==> src/rtl/sort_result_streamer_if.sv <==
// rtl/sort_result_streamer_if.sv - output word stream of sort_result_streamer
interface sort_result_streamer_if #(
   parameter int N     = 6,
   parameter int WIDTH = 8
);
   localparam int IW = $clog2(N);

   logic [WIDTH-1:0] out_data;
   logic [IW-1:0]    out_index;
   logic             out_valid;
   logic             out_last;
   logic             out_ready;

   modport master (
      output out_data,
      output out_index,
      output out_valid,
      output out_last,
      input  out_ready
   );

   modport slave (
      input  out_data,
      input  out_index,
      input  out_valid,
      input  out_last,
      output out_ready
   );
endinterface

==> src/rtl/sort_result_streamer.sv <==
// rtl/sort_result_streamer.sv - captures a sorted frame on done and streams it word by word
module sort_result_streamer #(
   parameter int N          = 6,
   parameter int WIDTH      = 8,
   parameter bit DESCENDING = 1'b0
) (
   input  logic                  clk,
   input  logic                  rst,
   input  logic                  done_in,
   input  logic [WIDTH-1:0]      data_sorted_in [N],
   sort_result_streamer_if.master stream,
   output logic                  busy,
   output logic                  overrun,
   input  logic                  clear_overrun
);
   localparam int IW = $clog2(N);
   localparam logic [IW-1:0] FIRST_IDX = DESCENDING ? IW'(N - 1) : '0;
   localparam logic [IW-1:0] LAST_IDX  = DESCENDING ? '0 : IW'(N - 1);

   typedef enum logic {IDLE, STREAM} state_t;

   state_t           state_q, state_d;
   logic             done_q;
   logic [WIDTH-1:0] frame_q [N];
   logic [IW-1:0]    idx_q, idx_d;
   logic             overrun_q;
   logic             load;
   logic             set_ovr;
   logic             cap_ev;
   logic             streaming;
   logic             at_last;
   logic             xfer;

   assign cap_ev    = done_in & ~done_q;
   assign streaming = (state_q == STREAM);
   assign at_last   = (idx_q == LAST_IDX);
   assign xfer      = streaming & stream.out_ready;

   // Outputs decode registered state only; nothing combinational from out_ready or done_in.
   always_comb begin
      stream.out_valid = streaming;
      stream.out_last  = streaming & at_last;
      stream.out_index = streaming ? idx_q : '0;
      stream.out_data  = streaming ? frame_q[idx_q] : '0;
      busy             = streaming;
      overrun          = overrun_q;
   end

   // Next state: a capture on the final transfer chains straight into the next frame.
   always_comb begin
      state_d = state_q;
      idx_d   = idx_q;
      load    = 1'b0;
      set_ovr = 1'b0;
      case (state_q)
         IDLE: begin
            if (cap_ev) begin
               load    = 1'b1;
               idx_d   = FIRST_IDX;
               state_d = STREAM;
            end
         end
         STREAM: begin
            if (xfer && at_last) begin
               if (cap_ev) begin
                  load  = 1'b1;
                  idx_d = FIRST_IDX;
               end else begin
                  state_d = IDLE;
               end
            end else begin
               if (xfer) begin
                  idx_d = DESCENDING ? idx_q - IW'(1) : idx_q + IW'(1);
               end
               if (cap_ev) begin
                  set_ovr = 1'b1;
               end
            end
         end
         default: state_d = IDLE;
      endcase
   end

   // State, capture buffer, edge detector and sticky overrun.
   always_ff @(posedge clk or posedge rst) begin
      if (rst) begin
         state_q   <= IDLE;
         done_q    <= 1'b0;
         idx_q     <= '0;
         overrun_q <= 1'b0;
         for (int i = 0; i < N; i++) begin
            frame_q[i] <= '0;
         end
      end else begin
         state_q <= state_d;
         done_q  <= done_in;
         idx_q   <= idx_d;
         if (load) begin
            for (int i = 0; i < N; i++) begin
               frame_q[i] <= data_sorted_in[i];
            end
         end
         if (set_ovr) begin
            overrun_q <= 1'b1;
         end else if (clear_overrun) begin
            overrun_q <= 1'b0;
         end
      end
   end
endmodule

==> src/flat_wrapper.sv <==
// flat-port wrapper written by rule: the top's interface ports become plain ports
module sort_result_streamer_flat 
#(
   parameter int N          = 6,
   parameter int WIDTH      = 8,
   parameter bit DESCENDING = 1'b0
)
  (clk, rst, done_in, data_sorted_in, busy, overrun, clear_overrun, stream_out_data, stream_out_index, stream_out_valid, stream_out_last, stream_out_ready);
  sort_result_streamer_if #(.N(N), .WIDTH(WIDTH)) stream_i ();
  input  logic clk;
  input  logic rst;
  input  logic done_in;
  input  logic [WIDTH-1:0] data_sorted_in[N];
  output logic busy;
  output logic overrun;
  input  logic clear_overrun;
  output wire logic [$bits(stream_i.out_data)-1:0] stream_out_data;
  output wire logic [$bits(stream_i.out_index)-1:0] stream_out_index;
  output wire logic [$bits(stream_i.out_valid)-1:0] stream_out_valid;
  output wire logic [$bits(stream_i.out_last)-1:0] stream_out_last;
  input wire logic [$bits(stream_i.out_ready)-1:0] stream_out_ready;
  assign stream_out_data = stream_i.out_data;
  assign stream_out_index = stream_i.out_index;
  assign stream_out_valid = stream_i.out_valid;
  assign stream_out_last = stream_i.out_last;
  assign stream_i.out_ready = stream_out_ready;
  sort_result_streamer #(.N(N), .WIDTH(WIDTH), .DESCENDING(DESCENDING)) u_core (.clk(clk), .rst(rst), .done_in(done_in), .data_sorted_in(data_sorted_in), .stream(stream_i), .busy(busy), .overrun(overrun), .clear_overrun(clear_overrun));
endmodule
==> config.mk <==
export PLATFORM = sky130hd
export DESIGN_NAME = sort_result_streamer_flat
export DESIGN_NICKNAME = d
export VERILOG_FILES = /design/src/rtl/sort_result_streamer_if.sv /design/src/rtl/sort_result_streamer.sv /design/src/flat_wrapper.sv
export SDC_FILE = /design/constraint.sdc
export NUM_CORES = 1
export LEC_CHECK = 0
export CORE_MARGIN = 2
export CORE_UTILIZATION = 43
export DETAILED_ROUTE_END_ITERATION = 8
export PLACE_DENSITY = 0.85
export REMOVE_ABC_BUFFERS = 1
export SKIP_CTS_REPAIR_TIMING = 1
export SLEW_MARGIN = 40
export SYNTH_ARGS = -nofsm -noshare
export SYNTH_HDL_FRONTEND = slang
export SYNTH_SLANG_ARGS = --single-unit
==> constraint.sdc <==
create_clock -name clk -period 2.04 [get_ports clk]
set_clock_uncertainty 0.1 [all_clocks]
set_input_delay 0.306 -clock clk [delete_from_list [all_inputs] [get_ports clk]]
set_output_delay 0.306 -clock clk [all_outputs]
set_load 0.03 [all_outputs]
==> flow_summary.yaml, run 1 <==
global_route:
  antenna_found_initial: 0
  grt_pass1_wl_um: 8376
  gr-total-overflow: 0
  grt_pass1_vias: 1746
  grt_usage_pct: 16.99
  grt_max_degree: 43
die:
  rows: 28
  core_area_um2: 5816
  die_y_um: 80.97
  die_x_um: 80.97
  num_io_pins: 68
  start_util_pct: 43.80
  dieArea_um2: 6556
synth:
  ys_types: 28
  synth-edff-count: 0
  yosysSeqAreaShare_pct: 53.05
  synthTopCellsByArea: "dfrtp_1, mux2_2, mux2i_1"
  syn_inst: 185
  yosys.cell_count.top_type: "dfrtp_1"
  synthFlopType: "dfrtp_1"
  async_reset_ff_share_pct: 100.0
  synthTopCellsByCount: "dfrtp_1, mux2_2, mux2i_1, mux2_1, o21ai_0"
  syn_avg_cell_area_um2: 13.77
  synth.top_cell.area_share_pct: 53.05
  yosysWarnings: 0
  synth_area_um2: 2547
  yosys.area.top_type: "dfrtp_1"
  yosys_register_bits: 54
worst_setup_path:
  cp.arrival_ns: 1.70
  crit_path_start_kind: "flip-flop"
  path_max_fanout: 6
  crit_type: "flip-flop to output pin"
  r2r_cells: 6
  r2r_end: "u_core.frame_q[13]"
  reg2reg_slack_ns: 0.11
  crit_required_ns: 1.63
  r2r-start: "u_core.idx_q[1]"
  crit_path_end_kind: "output pin"
sta:
  rsz0062_at_grt: "true"
  fin_hold_ws_ns: 0.1647
  fin_crit_ns: 2.104
  slew_headroom_pct: 78.42
  setup_tns_ns: -0.2572
  maxSlewViolCount: 0
  hold_violations: 0
  period_share_pct: 103.1
  tightestPinTransition_ns: 0.3232
  setup_violations: 8
  fin_ws_ns: -0.06368
  max_freq_mhz: 475.4
placed_design:
  finalWeightedCongestion: 0.8103
  place.detailed.hpwl_um: 3837
  io_buffers: 67
  placed_area_um2: 3342
  post-place-ws_ns: 0.06050
  dp_cells: 326
route:
  drc: 0
  routed_wl_um: 5538
  drtIter0Drc: 113
  top_layer_used: "met4"
  ant_nets: 0
  wl_met3_um: 267
  vias_per_cell: 5.125
  wl_per_cell_um: 16.15
  vias: 1758
  routed-wl-met2_um: 2772
  wl_met1_um: 2441
  first_pass_iters: 4
job:
  maxCapViolCount: 0
power:
  p_leak_nw: 1.578
  power.density_nw_per_um2: 1555
  power_mw: 5.579
  peakVddDrop_mv: 0.9436
cells_and_area:
  postLayoutCoreUtil_pct: 61.68
  final_nets: 322
  num_antenna_cells: 0
  syn_to_final_growth_pct: 40.82
  final_area_um2: 3587
  drive_gt1_share_pct: 27.61
  fin_cells: 343
clock_network:
  clk_latency_ns: 0.30
  clk_path_buf_depth: 2
  cts_tree: "done"
  cts-htree-levels: 2
  cts_sinks: 54
  cts_buffers: 5
  path_clk_slew_ns: 0.09
  ctsRootBufferMaster: "clkbuf_8"
outcome:
  violations: "negative setup slack"
  status: "finished with violations"
worst_hold_path:
  hold_path.class: "input pin to asynchronous set/reset pin"
cell type report:
cell class / count / area [um^2]
fillers: 481 / 2228
flip-flops and latches: 54 / 1353
multi-input cells: 116 / 1121
repair buffers: 87 / 898.4
well taps: 75 / 93.84
clock buffers: 6 / 72.57
clock inverters: 2 / 37.54
inverters: 3 / 11.26
state kept, by name, summed over array words and instances (netlist names):
signal	cells
u_core.frame_q	48
u_core.idx_q	3
u_core.done_q	1
u_core.overrun	1
u_core.busy	1
power breakdown:
group	total, mW	internal, mW	switching, mW	leakage, nW
combinational	3.00	1.54	1.45	0.875
sequential	1.87	1.59	0.282	0.651
clock	0.709	0.366	0.343	0.0514
cells by family (layout without fill, tap and decap cells):
| logic type | Yosys count | count (layout) | share of synthesized area, % |
|---|---|---|---|
| AOI/OAI and AO/OA | 25 | 25 | 7.172 |
| DFF | 54 | 54 | 53.05 |
| and+or+nand+nor | 16 | 16 | 3.978 |
| adders and majority gates | 2 | 2 | 0.9822 |
| buffers and inverters | 15 | 98 | 3.781 |
| muxes | 73 | 73 | 31.04 |
how the worst max path moves through the flow:
stage	startpoint	end	slack, ns	cells after the start
after floorplan	u_core.idx_q[1]	u_core.frame_q[10]	-1.14	5
after global placement	stream_out_ready	u_core.frame_q[29]	0.09	5
after detailed placement	stream_out_ready	u_core.frame_q[13]	0.06	5
after CTS	u_core.idx_q[1]	stream_out_data[0]	-0.26	5
after global routing	u_core.idx_q[1]	stream_out_data[1]	-0.11	6
final	u_core.idx_q[1]	stream_out_data[1]	-0.06	6
critical path, stage by stage, from the launching register on:
cell      delay [ns]
dfrtp_2         0.44
buf_12          0.14
nand3b_1        0.20
buf_6           0.16
o22a_1          0.17
o21ai_1         0.09
buf_4           0.18
metal layers:
metal / track usage, % / up-vias
li1: - / 831
met1: 21.64 / 869
met2: 29.17 / 51
met3: 4.222 / 7
met4: 4.068 / 0
met5: 0 / -
cells in the final DEF, fill, tap and decap left out, types with 5 or more instances in the layout:
cell,instances
clkdlybuf4s50_1,55
dfrtp_1,53
mux2_2,28
mux2i_1,24
mux2_1,20
buf_4,17
o22a_1,8
buf_6,8
o21ai_1,6
clkbuf_8,5
(Power assumes the default switching activity.)
==> run 2, diff against run 1 <==
Settings changed: GPL_TIMING_DRIVEN set to 0.
==> run 2 against run 1 <==
Compared with the run above:
- count of clock-buffer cells in the layout rose by 1
- flip-flop and latch count unchanged
- final cell count rose by 0.58%
- cell area shrank 1.7%
- power decreased by 6.0%
- the run still ends with negative setup slack left
- critical endpoint unchanged
- critical path type unchanged
==> flow_summary.yaml, run 2 (synthesized netlist as in run 1, its figures left out) <==
outcome:
  status: "finished with violations"
  violations: "negative setup slack"
global_route:
  antenna_found_initial: 0
  grt_pass1_vias: 1688
  met3_usage_pct: 4.444
  gr-total-overflow: 0
  met2_usage_pct: 28.35
  grt_pass1_wl_um: 8114
  grt_max_degree: 29
  grt_usage_pct: 16.58
  busiest_layer: "met2"
  use_met1_pct: 20.70
worst_setup_path:
  worst-path-stages: 3
  cp.arrival_ns: 1.72
  r2r-start: "u_core.idx_q[1]"
  worst-path-buf-inv: 1
  startpoint: "u_core.idx_q[0]"
  r2r_end: "u_core.frame_q[38]"
  reg2reg_slack_ns: -0.01
  critical_path.top_delay_family: "flip-flops"
  path_cells: "or3b_4 > o21ai_0 > buf_4"
  crit_type: "flip-flop to output pin"
  crit_path_end_kind: "output pin"
  r2r_cells: 7
  max_stage_delay_ns: 0.53
  slowest_stage: "dfrtp_4"
  crit_path_start_kind: "flip-flop"
  crit_required_ns: 1.63
  path_max_fanout: 8
  setup.worst_path.end: "stream_out_data[1]"
sta:
  maxSlewViolCount: 0
  slew_headroom_pct: 75.73
  fin_ws_ns: -0.08457
  setup_violations: 18
  period_share_pct: 104.1
  rsz0062_at_grt: "true"
  tightestPinTransition_ns: 0.3640
  max_freq_mhz: 470.7
  fin_crit_ns: 2.125
  hold_violations: 0
clock_network:
  cts_tree: "done"
  cts_buffers: 5
  cts_sinks: 54
  cts-htree-levels: 2
  clk_path_buf_depth: 2
  clk_latency_ns: 0.30
  ctsRootBufferMaster: "clkbuf_8"
  path_clk_slew_ns: 0.09
route:
  drtIter0Drc: 32
  wl_per_cell_um: 15.93
  vias: 1784
  drc: 0
  first_pass_iters: 5
  ant_nets: 0
  routed_wl_um: 5497
  vias_per_cell: 5.171
die:
  start_util_pct: 43.80
  die_y_um: 80.97
  core_area_um2: 5816
  dieArea_um2: 6556
  rows: 28
  num_io_pins: 68
  die_x_um: 80.97
placed_design:
  finalWeightedCongestion: 0.7207
  place.detailed.hpwl_um: 3617
  io_buffers: 67
power:
  peakVddDrop_mv: 0.8018
  power_mw: 5.245
  power.density_nw_per_um2: 1487
  p_leak_nw: 1.560
cells_and_area:
  syn_to_final_growth_pct: 38.46
  layout_common_cells: "clkdlybuf4s50_1, dfrtp_1, mux2_2"
  final_nets: 325
  largest_reg_flops: 48
  largestRegisters: "u_core.frame_q: 48 flops, u_core.idx_q: 3 flops"
  final_common_cell: "clkdlybuf4s50_1"
  num_antenna_cells: 0
  largest-register: "u_core.frame_q"
  drive_gt1_share_pct: 27.78
  postLayoutCoreUtil_pct: 60.65
job:
  maxCapViolCount: 0
worst_hold_path:
  hold_path.class: "input pin to asynchronous set/reset pin"
run 2: worst min-delay path by stage:
stage / from / end / slack, ns / depth (start not counted)
2_1_floorplan: done_in / u_core.done_q / 0.24 / 0
6_report: rst / u_core.frame_q[41] / 0.23 / 2
4_1_cts: rst / u_core.frame_q[25] / 0.25 / 2
3_3_place_gp: u_core.frame_q[32] / u_core.frame_q[32] / 0.37 / 1
5_1_grt: rst / u_core.frame_q[41] / 0.27 / 2
3_5_place_dp: u_core.frame_q[32] / u_core.frame_q[32] / 0.37 / 1
run 2: metal layers:
| layer | vias up | routed length, um |
|---|---|---|
| li1 | 841 | - |
| met1 | 884 | 2466 |
| met2 | 52 | 2678 |
| met3 | 7 | 292 |
| met4 | 0 | 59 |
| met5 | - | 0 |
run 2: cell type report:
| class | count | area (um^2) |
|---|---|---|
| Timing Repair Buffer | 90 | 869.6 |
| Sequential cell | 54 | 1361 |
| Fill cell | 495 | 2288 |
| Clock buffer | 7 | 76.32 |
| Inverter | 3 | 13.76 |
| Tap cell | 75 | 93.84 |
| Multi-Input combinational cell | 116 | 1112 |
run 2: stage by stage:
step / hold slack [ns] / TNS, ns / std cells / area [um^2] / setup slack [ns]
final: 0.2342 / -0.3883 / 345 / 3527 / -0.08457
after global routing: 0.2687 / -3.548 / 345 / 3527 / -0.1235
after CTS: 0.2475 / -40.95 / 325 / 3364 / -1.223
after detailed placement: 0.3739 / -35.53 / 318 / 3288 / -0.8765
after global placement: 0.3658 / -133.56 / 315 / 3227 / -1.906
after floorplan: 0.2374 / -57.46 / 173 / 2462 / -1.135
run 2: power by group:
group / internal [mW] / switching (mW) / total (mW)
sequential: 1.60 / 0.320 / 1.92
clock: 0.237 / 0.325 / 0.562
combinational: 1.42 / 1.34 / 2.76
